### config.mk
export PLATFORM = sky130hd
export DESIGN_NAME = ysyx_25020047_ifu
export DESIGN_NICKNAME = d
export VERILOG_FILES = /design/src/rtl/ysyx_25020047_ifu.sv
export SDC_FILE = /design/constraint.sdc
export NUM_CORES = 1
export LEC_CHECK = 0
export ABC_AREA = 1
export CORE_AREA = 2 2 123 125
export DETAILED_ROUTE_END_ITERATION = 12
export DIE_AREA = 0 0 125 127
export GPL_ROUTABILITY_DRIVEN = 0
export GPL_TIMING_DRIVEN = 0
export PLACE_DENSITY = 0.75
export SYNTH_ARGS = -nofsm -noshare
export SYNTH_HDL_FRONTEND = slang
export SYNTH_SLANG_ARGS = --single-unit
### constraint.sdc
create_clock -name clk -period 3.4 [get_ports clk]
set_input_delay 0.51 -clock clk [delete_from_list [all_inputs] [get_ports clk]]
set_output_delay 0.51 -clock clk [all_outputs]
set_load 0.03 [all_outputs]
### src/rtl/ysyx_25020047_ifu.sv
// Instruction fetch stage: one word fetch in flight, instruction handed to decode
// over valid/ready, then waits for the committed next PC before fetching again.
module ysyx_25020047_ifu #(
  parameter int                XLEN     = 32,
  parameter logic [XLEN-1:0]   RESET_PC = 32'h8000_0000
) (
  input  logic            clk,
  input  logic            rst,
  output logic            req_valid,
  input  logic            req_ready,
  output logic [XLEN-1:0] req_addr,
  input  logic            rsp_valid,
  input  logic [XLEN-1:0] rsp_data,
  input  logic            rsp_err,
  output logic            inst_valid,
  input  logic            inst_ready,
  output logic [XLEN-1:0] inst,
  output logic [XLEN-1:0] pc,
  output logic [XLEN-1:0] snpc,
  output logic [1:0]      inst_fault,
  input  logic            dnpc_valid,
  input  logic [XLEN-1:0] dnpc,
  output logic [31:0]     fetch_cnt
);

  typedef enum logic [1:0] {
    S_REQ     = 2'd0,
    S_WAIT    = 2'd1,
    S_VALID   = 2'd2,
    S_WAIT_PC = 2'd3
  } state_t;

  localparam logic [1:0] FAULT_NONE  = 2'b00;
  localparam logic [1:0] FAULT_ACCESS = 2'b01;
  localparam logic [1:0] FAULT_MISALIGN = 2'b10;

  state_t            r_state;
  logic              r_req_valid;
  logic [XLEN-1:0]   r_pc;
  logic [XLEN-1:0]   r_inst;
  logic [1:0]        r_fault;
  logic [31:0]       r_cnt;

  state_t            w_state_next;
  logic [XLEN-1:0]   w_pc_next;
  logic [XLEN-1:0]   w_inst_next;
  logic [1:0]        w_fault_next;
  logic [31:0]       w_cnt_next;
  logic              w_dnpc_take;
  logic              w_req_fire;
  logic              w_inst_fire;

  assign w_req_fire  = r_req_valid & req_ready;
  assign w_inst_fire = (r_state == S_VALID) & inst_ready;

  always_comb begin
    w_state_next = r_state;
    w_pc_next    = r_pc;
    w_inst_next  = r_inst;
    w_fault_next = r_fault;
    w_cnt_next   = r_cnt;
    w_dnpc_take  = 1'b0;

    case (r_state)
      S_REQ: begin
        if (w_req_fire) begin
          w_state_next = S_WAIT;
        end
      end
      S_WAIT: begin
        if (rsp_valid) begin
          w_inst_next  = rsp_data;
          w_fault_next = rsp_err ? FAULT_ACCESS : FAULT_NONE;
          w_state_next = S_VALID;
        end
      end
      S_VALID: begin
        if (w_inst_fire) begin
          w_cnt_next = r_cnt + 32'd1;
          if (dnpc_valid) begin
            w_dnpc_take = 1'b1;
          end else begin
            w_state_next = S_WAIT_PC;
          end
        end
      end
      S_WAIT_PC: begin
        if (dnpc_valid) begin
          w_dnpc_take = 1'b1;
        end
      end
      default: begin
        w_state_next = S_REQ;
      end
    endcase

    // A misaligned target never reaches memory; it becomes a faulted slot for decode.
    if (w_dnpc_take) begin
      w_pc_next = dnpc;
      if (dnpc[1:0] == 2'b00) begin
        w_fault_next = FAULT_NONE;
        w_state_next = S_REQ;
      end else begin
        w_inst_next  = '0;
        w_fault_next = FAULT_MISALIGN;
        w_state_next = S_VALID;
      end
    end
  end

  // req_valid is registered so it stays low during reset and rises one edge after release.
  always_ff @(posedge clk or negedge rst) begin
    if (!rst) begin
      r_state     <= S_REQ;
      r_req_valid <= 1'b0;
      r_pc        <= RESET_PC;
      r_inst      <= '0;
      r_fault     <= FAULT_NONE;
      r_cnt       <= 32'd0;
    end else begin
      r_state     <= w_state_next;
      r_req_valid <= (w_state_next == S_REQ);
      r_pc        <= w_pc_next;
      r_inst      <= w_inst_next;
      r_fault     <= w_fault_next;
      r_cnt       <= w_cnt_next;
    end
  end

  assign req_valid  = r_req_valid;
  assign req_addr   = r_pc;
  assign inst_valid = (r_state == S_VALID);
  assign inst       = r_inst;
  assign pc         = r_pc;
  assign snpc       = r_pc + {{(XLEN-3){1'b0}}, 3'b100};
  assign inst_fault = r_fault;
  assign fetch_cnt  = r_cnt;

endmodule

==> metrics.txt, run 1 <==
status=complete, no violations; ANT nets after route=0; CP Max Fanout=5; global-route wire length before repair=between 20 and 30 mm; area share of the largest cell type after synthesis=0.4346; warnings from Yosys=0; r2r endpoint=pc[21]; most common cell after layout, fill and taps aside=nand2_1; CTS buffer count=9; Post-synth EDFFs=0; Final Skew=between 0.007 and 0.008 ns; Cells after Synth=between 800 and 900; core area=0.01442 mm²; dpl hpwl=between 10 and 15 mm; Power Density=897.3 mW/mm²; Setup crit start=pc[2]; clk sink count=around 100; Syn Area/Cell=around 7.2 µm²; top post-synthesis cells by area=dfrtp_1 (43%), nand2_1 (21%), inv_1 (5.5%), nand3_1 (5.4%), buf_4 (4.8%); Gate power share=0.602; antenna violations before repair=0; die area=between 0.015 and 0.02 mm²; vias post-DR=approximately 5900; leakage power figure=about 4.2 nW; Final Hold Fails=0; Detailed Route Iter0 Violations=~310; worst slew pin tran=0.5738 ns; Hold Crit Class=input pin to async pin; synthesis-to-layout area growth=50.26%; final slew viol count=0; CTS tree=yes; gr ovfl total=0; pre-CTS setup slack=0.5150 ns; H-tree depth=3; Worst IR Drop VDD=between 0.4 and 0.5 mV; vias in the first global route=between 5000 and 6000; Worst setup SP type=flip-flop; Worst-Skew Late Latency=between 0.3 and 0.4 ns; number of vias per cell=a little under 5; Critical R2R Launch=r_state[0]; crit path kind=flip-flop to output pin; ANT cells=0; Worst R2R Path Depth=5; Root Buffer Master=clkbuf_16; crit end category=output pin; share of layout cells above drive strength 1=0.07123; row count=44; Slew headroom=0.6175; clock network power share=0.133; area leader, netlist=dfrtp_1; Worst-path clk slew=0.07 ns; CP Cell Sequence=ha_1 > nand3_1 > inv_1 > nand2_1 > nor2_1 > xor2_1 > clkdlybuf4s50_1; Pre-antenna DRT Iters=7; syn nets=around 880; WL/cell=14.43 µm; setup TNS=0 ns; fin crit period=3.293 ns; chip width=125 µm; Max Cap Viol=0; IO Port Bufs=between 200 and 250; Die Ht=~130 µm; post_cts resized=0; CTS max path bufs=2; drt drc=0; setup bufs post-CTS=0; sw frac=0.4741; Ports=roughly 240; largest net degree at the start of global routing=between 60 and 70; Global Route Usage Sum=0.2265; Async SR Flop Fraction=1.000; register bit total from synthesis=101; final worst slack=between 0.1 and 0.15 ns; Internal=roughly 4.1 mW; Hold Buf Count CTS=0; Slowest-stage cell, CP=clkdlybuf4s50_1; overall power=7.763 mW; Distinct cells, synth=27; Detailed Route WL=17.85 mm; critical path arrival=2.78 ns; Initial Util=0.3992; ys flop type=dfrtp_1; Peak Freq=a little over 300 MHz; WP data required=between 2 and 3 ns; Post-Syn Area=around 0.0058 mm²; sequential element share of the synthesized area=0.4392; CP max stage delay=between 0.7 and 0.8 ns; sequential share of power=0.265; Tcrit/Tclk final=0.9686; CP Capture Point=snpc[18]; Worst R2R Setup Slack=about 1.7 ns; Finish-stage setup viols=0; RSZ-0062 raised after global routing=no; nets=between 1000 and 1500; most frequent cells in the layout=nand2_1 (329), clkdlybuf4s50_1 (233), dfrtp_1 (100), inv_1 (84), nor2_1 (67); Psw=3.680 mW
==> logic make-up (layout without fill, tap and decap cells) <==
logic type               Yosys count  in the layout  share of synthesized area
flip-flops                       101            101                     0.4392
buffers and inverters            139            390                     0.1165
XOR/XNOR                          30             30                    0.04563
adder cells (fa/ha/maj)            2              2                   0.004345
AND/OR/NAND/NOR                  508            508                     0.3727
AO/OA/AOI/OAI                     22             22                    0.02173
==> cell usage after synthesis, types with 2 or more instances <==
master	number
nor2_1	67
clkinv_1	2
clkbuf_1	8
dfrtp_1	100
xnor2_1	10
o21ai_0	18
nand4_1	12
a21oi_1	2
nand2_1	329
buf_2	8
nand3_1	62
inv_1	84
xor2_1	20
nor2_4	5
nor3_1	17
ha_1	2
nand3b_1	10
buf_4	37
==> metal layers <==
| metal | GRT usage | wire, µm | vias to the layer above |
|---|---|---|---|
| met1 | 0.2728 | 7248 | 2723 |
| li1 | - | - | 2929 |
| met5 | 0 | 0 | - |
| met2 | 0.3875 | 8601 | 252 |
| met3 | 0.05653 | 1419 | 37 |
| met4 | 0.09804 | 580 | 0 |
==> registers in the layout, indices dropped and copies added (netlist names) <==
signal / cells
inst: 32
fetch_cnt: 32
req_valid: 1
inst_fault: 2
r_state: 2
pc: 32
==> how the worst min path moves through the flow <==
stage | startpoint | endpoint | cells after the start
2_1_floorplan | rst | fetch_cnt[0] | 0
3_3_place_gp | pc[31] | pc[31] | 2
3_5_place_dp | pc[31] | pc[31] | 2
4_1_cts | rst | pc[23] | 1
5_1_grt | rst | inst_fault[1] | 1
6_report | rst | pc[23] | 1
==> area by class of cell <==
class,instances,area (µm²)
fillers,1350,5772
multi-input cells,562,2559
flip-flops and latches,101,2529
repair buffers,235,2367
plain buffers,53,347.8
inverters,86,322.8
clock buffers,13,270.3
well taps,184,230.2
clock inverters,3,26.28
==> power groups by stage <==
stage | clock (mW) | sequential [mW] | combinational, mW
global route | 1.12 | 2.12 | 4.96
finish | 1.03 | 2.06 | 4.67
CTS | 1.06 | 2.06 | 4.70
detailed placement | 0 | 2.07 | 4.69
global placement | 0 | 2.07 | 4.65
floorplan | 0 | 2.67 | 2.08
==> worst max-delay path, delay by kind of cell, from the launching register on <==
kind | cells | cell delay (ns)
flip-flops | 1 | 0.43
buffers and inverters | 2 | 0.89
XOR/XNOR | 1 | 0.20
adder cells (fa/ha/maj) | 1 | 0.31
AND/OR/NAND/NOR | 3 | 0.62
==> stage by stage <==
stage	cell area, µm²	utilization	instances	hold slack (ns)
after floorplan	5758	-	802	0.2144
after global placement	8330	0.5776	1220	0.4812
after detailed placement	8356	0.5793	1221	0.4851
after CTS	8652	0.5998	1237	0.1548
after global routing	8652	0.5998	1237	0.1858
final	8652	0.5998	1237	0.1564
No activity file was read; power rests on OpenSTA's default activity.
==> run 2, diff against run 1 <==
--- a/config.mk
+++ b/config.mk
@@ -11,7 +11,7 @@
 export DIE_AREA = 0 0 125 127
 export GPL_ROUTABILITY_DRIVEN = 0
 export GPL_TIMING_DRIVEN = 0
-export PLACE_DENSITY = 0.75
+export PLACE_DENSITY = 0.82
 export SYNTH_ARGS = -nofsm -noshare
 export SYNTH_HDL_FRONTEND = slang
 export SYNTH_SLANG_ARGS = --single-unit
==> run 2 against run 1 <==
Maximum frequency increased by 0.27%. Non-clock buffer count unchanged. Sequential share of layout area about the same. Hold slack got worse by 0.037 ns. Clock skew about the same. Critical endpoint unchanged. Largest power group unchanged. Highest routed layer unchanged.
==> metrics.txt, run 2 (same netlist as run 1, synthesis figures left out) <==
most frequent cells in the layout=nand2_1 (329), clkdlybuf4s50_1 (233), dfrtp_1 (100), inv_1 (84), nor2_1 (67); setup bufs post-CTS=0 (unchanged); nets=1121 (unchanged); Worst IR Drop VDD=0.4950 mV (+8.0%); WP data required=2.89 ns (about the same); area post-placement=0.008356 mm² (unchanged); Pre-antenna DRT Iters=5 (-2); worst slew pin tran=0.5091 ns (-0.06467 ns); crit path kind=flip-flop to output pin; core area=0.01442 mm² (unchanged); final design utilization=0.6001 (about the same); status=complete, no violations; Detailed Route Iter0 Violations=353 (+13%); overall power=7.814 mW (+0.65%); number of vias per cell=4.829 (+0.54%); synthesis-to-layout area growth=50.33% (about the same); storage element area=0.002529 mm² (unchanged); Hold Buf Count CTS=0 (unchanged); CP Cell Sequence=ha_1 > nand3_1 > inv_1 > nand2_1 > nor2_1 > xor2_1 > clkdlybuf4s50_1; fin crit period=3.285 ns (-0.008785 ns); Detailed Route WL=17.77 mm (-0.45%); ANT nets after route=0 (unchanged); most common cell after layout, fill and taps aside=nand2_1; largest net degree at the start of global routing=69 (+7.8%); multi-input logic area=0.002559 mm² (unchanged); dpl hpwl=13.69 mm (+0.58%); Finish-stage setup viols=0 (unchanged); fillers=1358 (+0.59%); H-tree depth=3 (unchanged); global-route wire length before repair=29.15 mm (+0.69%); WP buf/inv=2 (unchanged); Slew headroom=0.6606 (+0.04311); CTS max path bufs=2 (unchanged); row count=44 (unchanged); chip width=125 µm (unchanged); Global Route Usage Sum=0.2275 (+0.001062); Peak Freq=304.5 MHz (+0.27%); Hold Slack=0.1192 ns (-0.03727 ns); CTS tree=yes; final cell count without fillers=1237 (unchanged); post_cts resized=0 (unchanged); Tcrit/Tclk final=0.9661 (-0.002584); Root Buffer Master=clkbuf_16; delay-heaviest family, CP=buffers and inverters; Die Ht=127 µm (unchanged); Finished Cell Area=0.008656 mm² (about the same); drt drc=0 (unchanged); Power Density=902.7 mW/mm² (+0.61%); Slowest-stage cell, CP=clkdlybuf4s50_1; Ports=235 (unchanged); WL/cell=14.36 µm (-0.45%); final slew viol count=0 (unchanged); ANT cells=0 (unchanged); clk sink count=101 (unchanged); Worst-path clk slew=0.07 ns (about the same); critical path arrival=2.77 ns (about the same); antenna violations before repair=0 (unchanged); Final Skew=0.007490 ns (+0.0002611 ns); CP Max Fanout=5 (unchanged); vias post-DR=5973 (+0.54%); IO Port Bufs=234 (unchanged); Worst-Skew Late Latency=0.35 ns (about the same); vias in the first global route=5764 (+2.6%); Max Cap Viol=0 (unchanged); share of layout cells above drive strength 1=0.07123 (unchanged); CP max stage delay=0.71 ns (about the same); gr ovfl total=0 (unchanged); Worst setup SP type=flip-flop; die area=0.01588 mm² (unchanged); leakage power figure=4.178 nW (about the same); crit end category=output pin; Final Hold Fails=0 (unchanged); Hold Crit Class=input pin to async pin; CTS buffer count=9 (unchanged); placed insts=1221 (unchanged); RSZ-0062 raised after global routing=no; Initial Util=0.3992 (unchanged)
==> run 2: changes by cell type in the layout (fill, tap and decap cells not counted), sizes merged <==
cell	change
inv	+1
clkinvlp	+1
clkbuf	-3
bufinv	+1
==> run 2: per-stage QoR <==
stage	setup TNS [ns]	setup WS, ns
after floorplan	0	1.043
after global placement	-221.18	-2.216
after detailed placement	0	0.5393
after CTS	0	0.1426
after global routing	0	0.01563
final	0	0.1154
==> run 2: final timing paths <==
path / startpoint / to / slack (ns) / depth (start not counted)
min: rst / pc[26] / 0.12 / 1
min reg2reg: fetch_cnt[30] / fetch_cnt[30] / 0.52 / 2
max in group asynchronous: rst / fetch_cnt[25] / 2.58 / 2
min in group clk: fetch_cnt[30] / fetch_cnt[30] / 0.52 / 2
max reg2reg: r_state[0] / pc[16] / 1.71 / 5
max: pc[3] / snpc[18] / 0.12 / 7
==> run 2: cell type report <==
| cell class | instances | area share |
|---|---|---|
| inverters | 86 | 0.03729 |
| well taps | 184 | 0.02660 |
| flip-flops and latches | 101 | 0.2921 |
| clock buffers | 10 | 0.02645 |
| clock inverters | 6 | 0.008239 |
| repair buffers | 235 | 0.2735 |
| plain buffers | 53 | 0.04019 |
| multi-input cells | 562 | 0.2956 |
==> run 2: report_power, final <==
part | switching, mW | internal [mW]
combinational | 2.74 | 1.93
sequential | 0.484 | 1.58
clock | 0.489 | 0.580
total | 3.71 | 4.10
==> run 2: metal layers <==
metal | vias to the layer above | part of all wire | global-route usage
met5 | - | 0 | 0
met4 | 0 | 0.036 | 0.1046
met3 | 46 | 0.079 | 0.05067
met2 | 277 | 0.49 | 0.3875
met1 | 2720 | 0.40 | 0.2770
li1 | 2930 | - | -
==> RTL change: new RTL, settings of run 1 <==
The 4 states of `state_t` get a one-hot encoding in 4 bits.
--- a/src/rtl/ysyx_25020047_ifu.sv
+++ b/src/rtl/ysyx_25020047_ifu.sv
@@ -23,11 +23,11 @@
   output logic [31:0]     fetch_cnt
 );
 
-  typedef enum logic [1:0] {
-    S_REQ     = 2'd0,
-    S_WAIT    = 2'd1,
-    S_VALID   = 2'd2,
-    S_WAIT_PC = 2'd3
+  typedef enum logic [3:0] {
+    S_REQ     = 4'b0001,
+    S_WAIT    = 4'b0010,
+    S_VALID   = 4'b0100,
+    S_WAIT_PC = 4'b1000
   } state_t;
 
   localparam logic [1:0] FAULT_NONE  = 2'b00;
Formal check against the unedited RTL: no difference found for any inputs over 10 cycles, from zero or initial values and one cycle with rst low; not proved beyond that.
==> RTL change against run 1 <==
Total power up 4.3%; first-iteration DRC count down 3.8%; largest cell class unchanged; combinational power up 1%; setup slack better by 0.12 ns; wire length up 2.9%; final cell count up 0.97%; synthesized cell count up 1.4%; cell area up 3.2%; fmax up 3.8%; area after synthesis up 3.4%; critical path type unchanged; sequential cell count up 2; critical endpoint is now snpc[15].
==> RTL change: results (changes against run 1) <==
----------------------------------------------------
[Clocking]
  Clk pin slew, worst setup/hold paths ... 0.08 ns

[Route]
  Routed via count ... 6076 (was 5941)
  Violation count after the first detailed-route iteration ... 301 (was 313)
  Average detailed-routed wire length per instance ... 14.7 um (was 14.4 um)
  Detailed-routing iteration count for the pre-antenna-repair pass ... 4 (was 7)

[Global route]
  All-layer global routing usage ... 22.8% (was 22.6%)
  Largest net degree at the start of global routing ... 67 (was 64)
  Global-route wire length before repair ... 29500 um (was 29000 um)
  Number of global-route vias before repair ... 6023 (was 5616)

[Logic synthesis]
  Sequential element share of the synthesized area ... 43.3% (was 43.9%)
  Post-Synth XOR/XNOR Area ... 4.56% (about the same)
  Post-Syn Nets ... 886 (was 875)
  Mux cell area share after synthesis ... 0% (unchanged)
  Most used standard cells in the synthesized netlist ... sky130_fd_sc_hd__nand2_1 (281), sky130_fd_sc_hd__dfrtp_1 (101), sky130_fd_sc_hd__nor2_1 (84) (was sky130_fd_sc_hd__nand2_1 (329), sky130_fd_sc_hd__dfrtp_1 (100), sky130_fd_sc_hd__inv_1 (84))
  Count of synthesis-stage warnings from yosys ... 0 (unchanged)
  Top area cells in the synthesized netlist ... sky130_fd_sc_hd__dfrtp_1 (42%), sky130_fd_sc_hd__nand2_1 (18%), sky130_fd_sc_hd__o21ai_0 (5.5%) (was sky130_fd_sc_hd__dfrtp_1 (43%), sky130_fd_sc_hd__nand2_1 (21%), sky130_fd_sc_hd__inv_1 (5.5%))
  Area fraction in compound gates after synthesis ... 8.66% (was 2.17%)

[Power]
  Net load switching power ... 3.68 mW (about the same)
  Clock Power Share ... 15.8% (was 13.3%)
  Static power due to leakage ... 3.95 nW (was 4.18 nW)
  VDD IR max ... 0.435 mV (was 0.458 mV)

[Finish]
  Layout filler cell count ... 1310 (was 1350)
  Nets@finish ... 1132 (was 1121)
  Fraction of final layout cells with drive strength greater than 1 ... 7.71% (was 7.12%)

[Placed design]
  Pre-CTS setup slack ... 0.372 ns (was 0.515 ns)
  Hpwl dp ... 14300 um (was 13600 um)

[Critical path]
  Register-to-register path setup slack ... 1.76 ns (was 1.71 ns)
  Data arrival time of the critical path ... 2.66 ns (was 2.78 ns)
  Max Fanout on Critical Path ... 6 (was 5)

[STA]
  Worst-case clock skew ... 0.00777 ns (was 0.00723 ns)
  Final critical-path share of the clock period ... 93.3% (was 96.9%)
  Hold violation count in the final report ... 0 (unchanged)

[Outcome]
  Status ... completed (unchanged)

----------------------------------------------------
==> RTL change: changes by cell type in the layout (fill, tap and decap cells not counted), sizes merged, moves of 5 or more <==
cell and delta:
a21oi +30, nand3b -9, xnor2 -5, nand2 -46, nor2 +18, nand3 -27
clkbuf -5, xor2 +6, o21ai +49
==> RTL change: cells by family (layout without fill, tap and decap cells) <==
logic type	count (synthesis)	after routing
buffers and inverters	135	386
adder cells (fa/ha/maj)	2	2
XOR/XNOR	31	31
AND/OR/NAND/NOR	440	440
flip-flops	103	103
other	0	1
AO/OA/AOI/OAI	102	102
==> RTL change: worst paths after layout <==
check | from | to | depth (start not counted)
setup reg to reg | fetch_cnt[4]$_DFFE_PN0P_ | fetch_cnt[31]$_DFFE_PN0P_ | 9
hold reg to reg | fetch_cnt[6]$_DFFE_PN0P_ | fetch_cnt[6]$_DFFE_PN0P_ | 1
max in group asynchronous | rst | r_state[0]$_DFF_PN1_ | 2
hold / removal | rst | fetch_cnt[28]$_DFFE_PN0P_ | 1
setup / recovery | pc[4]$_DFFE_PN0N_ | snpc[15] | 6
min in group clk | fetch_cnt[6]$_DFFE_PN0P_ | fetch_cnt[6]$_DFFE_PN0P_ | 1
==> RTL change: cell type report <==
class	instances	area share, %
inverters	81	3.46
multi-input cells	575	29.9
well taps	184	2.58
flip-flops and latches	103	28.9
repair buffers	235	26.5
diodes	1	0.0280
clock buffers	9	2.52
clock inverters	7	1.60
plain buffers	54	4.51
==> RTL change: critical path, cell delays in order (launching register included) <==
cell,delay (ns)
sky130_fd_sc_hd__dfrtp_1,0.44
sky130_fd_sc_hd__nand3_1,0.21
sky130_fd_sc_hd__nor2_1,0.31
sky130_fd_sc_hd__nand2_1,0.17
sky130_fd_sc_hd__nor2_1,0.22
sky130_fd_sc_hd__xor2_1,0.24
sky130_fd_sc_hd__clkdlybuf4s50_1,0.72
==> RTL change: routing by layer <==
metal / GRT usage (%) / wire [um] / up-vias
met4: 7.39 / 395 / 0
met2: 38.7 / 8680 / 238
met5: 0 / 0 / -
li1: - / - / 3014
met3: 6.37 / 1470 / 28
met1: 28.3 / 7820 / 2796
==> RTL change: stage by stage <==
stage / hold WS (ns) / power [mW] / instance area (um2) / instances / setup TNS (ns)
after floorplan: 0.214 / 4.77 / 5950 / 813 / 0
after global placement: 0.518 / 6.78 / 8530 / 1231 / -231.50
after detailed placement: 0.515 / 6.84 / 8550 / 1232 / 0
after CTS: 0.149 / 8.14 / 8920 / 1248 / 0
after global routing: 0.167 / 8.50 / 8920 / 1248 / 0
final: 0.141 / 8.09 / 8930 / 1249 / 0
==> RTL change: repair_timing <==
item	4_1_cts	5_1_grt
setup endpoints to repair	1	1
hold endpoints to repair	0	0
gates resized for setup	1	1
